File: src/rtl/sram_req_arbiter.sv
// Two-master arbiter in front of one SRAM-like port. MEM data requests win over
// IF fetches, a presented-but-unaccepted request stays locked until accepted,
// and a source-ID FIFO steers each in-order response back to its requester.
module sram_req_arbiter #(
   parameter int unsigned OUTSTANDING = 4,
   parameter int unsigned PTR_W       = 2
) (
   input  logic        clk,
   input  logic        rst,
   // IF requester
   input  logic        inst_sram_req,
   input  logic [31:0] inst_sram_addr,
   output logic        inst_sram_addr_ok,
   output logic        inst_sram_data_ok,
   output logic [31:0] inst_sram_rdata,
   // MEM requester
   input  logic        data_sram_req,
   input  logic        data_sram_wr,
   input  logic [1:0]  data_sram_size,
   input  logic [3:0]  data_sram_wstrb,
   input  logic [31:0] data_sram_addr,
   input  logic [31:0] data_sram_wdata,
   output logic        data_sram_addr_ok,
   output logic        data_sram_data_ok,
   output logic [31:0] data_sram_rdata,
   // Downstream port
   output logic        mem_req,
   output logic        mem_wr,
   output logic [1:0]  mem_size,
   output logic [3:0]  mem_wstrb,
   output logic [31:0] mem_addr,
   output logic [31:0] mem_wdata,
   input  logic        mem_addr_ok,
   input  logic        mem_data_ok,
   input  logic [31:0] mem_rdata
);

   typedef enum logic {SrcInst = 1'b0, SrcData = 1'b1} src_e;

   localparam logic [PTR_W:0] FullCount = (PTR_W + 1)'(OUTSTANDING);

   // One bit per outstanding transaction: 1 = DATA, 0 = INST
   logic [OUTSTANDING-1:0] fifo_q, fifo_d;
   logic [PTR_W-1:0]       wr_ptr_q, wr_ptr_d;
   logic [PTR_W-1:0]       rd_ptr_q, rd_ptr_d;
   logic [PTR_W:0]         count_q, count_d;
   logic                   lock_valid_q, lock_valid_d;
   src_e                   lock_src_q, lock_src_d;
   // Responses arriving with nothing outstanding; observable only in simulation
   logic [31:0]            err_cnt_q, err_cnt_d;

   src_e src;
   logic req_sel;
   logic full;
   logic empty;
   logic fire;
   logic pop;
   logic head;

   logic unused_err_cnt;
   assign unused_err_cnt = ^err_cnt_q;

   // Source selection, handshake qualifiers and FIFO status
   always_comb begin
      src = SrcInst;
      if (lock_valid_q) begin
         src = lock_src_q;
      end else if (data_sram_req) begin
         src = SrcData;
      end
      req_sel = (src == SrcData) ? data_sram_req : inst_sram_req;
      full    = (count_q == FullCount);
      empty   = (count_q == '0);
      fire    = mem_req & mem_addr_ok;
      pop     = ~rst & mem_data_ok & ~empty;
      head    = fifo_q[rd_ptr_q];
   end

   // Downstream request mux and per-requester handshake outputs
   always_comb begin
      mem_req   = ~rst & req_sel & ~full;
      mem_wr    = 1'b0;
      mem_size  = 2'd2;
      mem_wstrb = 4'h0;
      mem_addr  = inst_sram_addr;
      mem_wdata = 32'h0;
      if (src == SrcData) begin
         mem_wr    = data_sram_wr;
         mem_size  = data_sram_size;
         mem_wstrb = data_sram_wstrb;
         mem_addr  = data_sram_addr;
         mem_wdata = data_sram_wdata;
      end
      inst_sram_addr_ok = fire & (src == SrcInst);
      data_sram_addr_ok = fire & (src == SrcData);
      inst_sram_data_ok = pop & ~head;
      data_sram_data_ok = pop & head;
      // Read data is a plain fan-out; the data_ok strobes say who owns it
      inst_sram_rdata   = mem_rdata;
      data_sram_rdata   = mem_rdata;
   end

   // Next-state for the source FIFO, lock and drop counter
   always_comb begin
      fifo_d       = fifo_q;
      wr_ptr_d     = wr_ptr_q;
      rd_ptr_d     = rd_ptr_q;
      count_d      = count_q;
      lock_valid_d = lock_valid_q;
      lock_src_d   = lock_src_q;
      err_cnt_d    = err_cnt_q;

      if (fire) begin
         fifo_d[wr_ptr_q] = (src == SrcData);
         wr_ptr_d         = wr_ptr_q + PTR_W'(1);
      end
      if (pop) begin
         rd_ptr_d = rd_ptr_q + PTR_W'(1);
      end
      unique case ({fire, pop})
         2'b10:   count_d = count_q + (PTR_W + 1)'(1);
         2'b01:   count_d = count_q - (PTR_W + 1)'(1);
         default: count_d = count_q;
      endcase

      if (mem_data_ok && empty) begin
         err_cnt_d = err_cnt_q + 32'd1;
      end

      // A presented request must not change until accepted, so pin the source
      if (fire) begin
         lock_valid_d = 1'b0;
      end else if (mem_req && !mem_addr_ok) begin
         lock_valid_d = 1'b1;
         lock_src_d   = src;
      end
   end

   // State registers with synchronous reset
   always_ff @(posedge clk) begin
      if (rst) begin
         fifo_q       <= '0;
         wr_ptr_q     <= '0;
         rd_ptr_q     <= '0;
         count_q      <= '0;
         lock_valid_q <= 1'b0;
         lock_src_q   <= SrcInst;
         err_cnt_q    <= '0;
      end else begin
         fifo_q       <= fifo_d;
         wr_ptr_q     <= wr_ptr_d;
         rd_ptr_q     <= rd_ptr_d;
         count_q      <= count_d;
         lock_valid_q <= lock_valid_d;
         lock_src_q   <= lock_src_d;
         err_cnt_q    <= err_cnt_d;
      end
   end

endmodule

File: config.mk
export PLATFORM = sky130hd
export DESIGN_NAME = sram_req_arbiter
export DESIGN_NICKNAME = d
export VERILOG_FILES = /design/src/rtl/sram_req_arbiter.sv
export SDC_FILE = /design/constraint.sdc
export NUM_CORES = 1
export LEC_CHECK = 0
export CORE_AREA = 4 4 107 109
export DETAILED_ROUTE_END_ITERATION = 10
export DIE_AREA = 0 0 111 113
export DONT_BUFFER_PORTS = 1
export SYNTH_ARGS = -nofsm -noshare
export SYNTH_HDL_FRONTEND = slang
export SYNTH_SLANG_ARGS = --single-unit
File: constraint.sdc
create_clock -name clk -period 7.26 [get_ports clk]
set_input_delay 1.452 -clock clk [delete_from_list [all_inputs] [get_ports clk]]
set_output_delay 1.452 -clock clk [all_outputs]
set_load 0.005 [all_outputs]
==> results <==
- The flow ran to the end, and the final reports show no timing, DRC or antenna violations.
- Global routing finished with a remaining overflow of 0.
- The met2 wire length is 2.89 mm.
- The tool flagged a number of max-cap violations equal to 0.
- The cell total after placement is 291.
- The worst-case vdd ir drop is 0.111 mV.
- The critical setup path kind is input port to output port.
- Summed over all failing endpoints, the final setup total negative slack is 0 ns.
- The length of routed met3 wiring is 877 um.
- The core area is 10600 um2.
- The mean instance size in the synthesized netlist is 8.35 um2.
- The switching power as a share of total power is 32.5%.
- The highest clock frequency the design can meet is 239 MHz.
- After detailed routing, the number of remaining DRC violations is 0.
- The fraction of layout cells with a size suffix above 1 is 29.0%.
- The number of different library cells used by synthesis comes to 32.
- In the final routing, the length of wire on met1 measures 2.46 mm.
- Signal routing reaches up to met5.
- The initial cell density of the core is 17.7%.
- The worst hold slack is 0.480 ns.
- Synthesis produced a netlist with a net count of 372.
- After floorplanning, the core was divided into 38 placement rows.
- The HPWL after detailed placement is 5.69 mm.
- The min-delay analysis places its worst path in the category register to register.
- The congestion estimate from routability-driven global placement came to 0.721.
- The final layout contains routed wiring with a total length of 6.48 mm.
- The area growth from synthesis to layout is -15.5%.
- The post-synth design cell area is 1880 um2.
- Global routing used 8.90% of the available tracks across all layers.
- The number of global-route vias before repair is 1162.
- Summing all flip-flop and latch instances after layout gives 260 um2.
- Yosys printed 0 warnings.
- The die area is 12500 um2.
- 281 I/O pins were placed.
- The internal power summed over all cells is 0.000149 W.
- Setup repair after global routing left no endpoint under its margin.
- The first global-routing pass estimated 8.29 mm of wire.
- The transition time of the tightest slew-check pin is 0.751 ns.
- Cells fill 15.0% of the core in the end.
- The shortest clock period the worst path allows after layout is 4.19 ns.
- The power density over the cells is 139 nW/um2.
- The maximum clock insertion buffer count is 2.
- The number of clock sinks is 13.
- The leakage power is 0.525 nW.
- The power share of the combinational group is 35.7%.
- The area taken by multi-input logic gates is 1070 um2.
- The average wire per standard cell is 22.0 um.
- The final setup violation count is 0.
- Summing the sequential cell areas from Yosys gives 13.9% of the chip area.
- The per-cell via count in the routed design is 4.04.
- The worst clock skew is 0.000482 ns.
- The clock-pin slew on the worst setup and hold paths is 0.05 ns.
- The first detailed-routing pass took 4 iterations.
- The number of hold violations in the final report is 0.
- CTS built an H-tree with a depth of 1.
- The proportion of power drawn by the clock network is 28.6%.
- The number of nets in the final layout is 303.
- Buffers inserted during clock tree synthesis total 3.
- The total inserted antenna cells is 0.
- The count of input and output buffers is 0.
- STA classifies the critical path endpoint as an output port.
- The worst max-slew margin expressed relative to the limit is 50.0%.
- The post-synthesis register bit count is 13.
- From left edge to right edge, the die measures 111 um.
- The clock root buffer is clkbuf_8.
- In this run the remaining antenna-violating nets after routing total 0.
- The via total after detailed routing is 1191.
- The total power draw is 0.000221 W.
- The number of instances in the synthesized netlist is 225.
- The fill cell total of the finished layout is 1205.
- After layout, the worst path uses 57.7% of the clock period.
- In this run, the number of DRC markers left after iteration 0 of detailed routing was 41.
- The CTS tree is yes.
- Registers are responsible for 35.7% of the overall power.
- The kind of start point of the critical path is an input port.
- The number of antenna violations at the first check in global routing is 6.
- The max-slew violation count is 0.
- The source-to-sink clock delay at the later pin of the worst-skew pair is 0.24 ns.
- The chip height is 113 um.
- The pin count of the biggest net entering global routing is 72.
- Hold repair after CTS inserted 0 buffers.
- Excluding fillers, the count of instances in the completed layout stands at 295.
- Buffers added to address setup during post-CTS repair amount to 0.
- In this run the worst path has a maximum fanout of 71.
- At the worst endpoint, the arrival time is 2.74 ns.
- For the worst setup path, the data required time is 5.81 ns.
- For this design the total switching power over the nets is 0.0000717 W.
- Gates resized during post-CTS repair numbered 0.
-- routing by layer --
layer	global-route usage, %	vias to the layer above
li1	-	526
met2	12.8	96
met3	5.72	32
met5	0	-
met1	11.0	529
met4	2.46	8
-- metrics by stage --
| stage | setup slack, ns | area (um2) |
|---|---|---|
| 3_5_place_dp | 3.07 | 1540 |
| 5_1_grt | 2.99 | 1590 |
| 3_3_place_gp | 3.13 | 1540 |
| 4_1_cts | 3.07 | 1590 |
| 6_report | 3.07 | 1590 |
| 2_1_floorplan | 3.46 | 1880 |
-- power by group through the flow --
stage / combinational, W / clock [W] / sequential [W]
floorplan: 0.0000961 / 0 / 0.0000790
global placement: 0.0000790 / 0 / 0.0000800
detailed placement: 0.0000807 / 0 / 0.0000803
CTS: 0.0000812 / 0.0000654 / 0.0000788
global route: 0.0000866 / 0.0000696 / 0.0000794
finish: 0.0000789 / 0.0000632 / 0.0000788
-- final timing paths --
kind	startpoint	endpoint	slack [ns]	cells after the start
max	data_sram_req	mem_addr[3]	3.07	3
min	fifo_q[0]	fifo_q[0]	0.48	2
max reg2reg	count_q[2]	count_q[2]	4.64	10
min reg2reg	fifo_q[0]	fifo_q[0]	0.48	2
-- sequential cells by signal, indices dropped and copies added, names as in the netlist --
register,cells
count_q,3
lock_valid_q,1
lock_src_q,1
rd_ptr_q,2
wr_ptr_q,2
fifo_q,4
-- area by class of cell --
cell class	instances	share of cell area, %
Multi-Input combinational cell	130	67.5
Clock buffer	4	2.84
Inverter	7	1.73
Sequential cell	13	16.4
Timing Repair Buffer	1	0.473
Tap cell	140	11.0
-- placed cells by master (no fill, tap or decap) --
master / count
mux2i_4: 1
nor4bb_1: 1
nand3_1: 2
clkbuf_1: 1
inv_1: 6
and3_1: 1
or3_1: 1
ha_1: 5
fa_1: 1
nand2b_1: 4
nor4b_1: 1
mux2i_1: 6
a2111o_1: 1
mux2_2: 32
a21oi_1: 4
and2_1: 1
nor3b_1: 2
nand3_2: 4
xnor2_1: 2
clkbuf_8: 3
a211oi_1: 1
xor2_1: 2
nand2_1: 1
nor2_1: 10
nor3_1: 2
dfxtp_1: 13
buf_4: 1
nor2b_1: 39
o21ai_0: 3
or2_2: 2
clkinv_2: 1
mux4_2: 1
-- synth_stat cells --
library cell  number  area (um2)
nor4b_1            1        8.76
xor2_1             2        17.5
nand3_1            2        10.0
nor4bb_1           1        10.0
buf_2              4        20.0
mux2i_1            7        70.1
buf_4             64         480
a211oi_1           1        7.51
or3_1              1        6.26
clkinv_2           1        5.00
a2111o_1           1        11.3
xnor2_1            2        17.5
and3_1             1        6.26
nor2b_1           39         244
mux4_2             1        22.5
nor3_1             2        10.0
a21oi_1            4        20.0
dfxtp_1           13         260
nand3_2            4        40.0
or2_2              2        12.5
and2_1             1        6.26
o21ai_0            3        15.0
mux2_2            32         360
clkbuf_1           6        22.5
clkbuf_4           1        7.51
fa_1               1        20.0
ha_1               5        62.6
nand2_1            1        3.75
nor2_1            10        37.5
nor3b_1            2        15.0
inv_1              6        22.5
nand2b_1           4        25.0
-- critical path, cell delays in order --
cell and delay [ns]:
mux2i_4 0.17, buf_4 0.61, mux2_2 0.43
-- cell families after synthesis --
family / share of synthesized area [%]
simple gates: 23.2
flops: 13.9
fa+ha+maj: 4.40
buf+inv: 29.7
compound gates: 2.86
xor+xnor: 1.87
mux: 24.1
(Power assumes the default switching activity.)
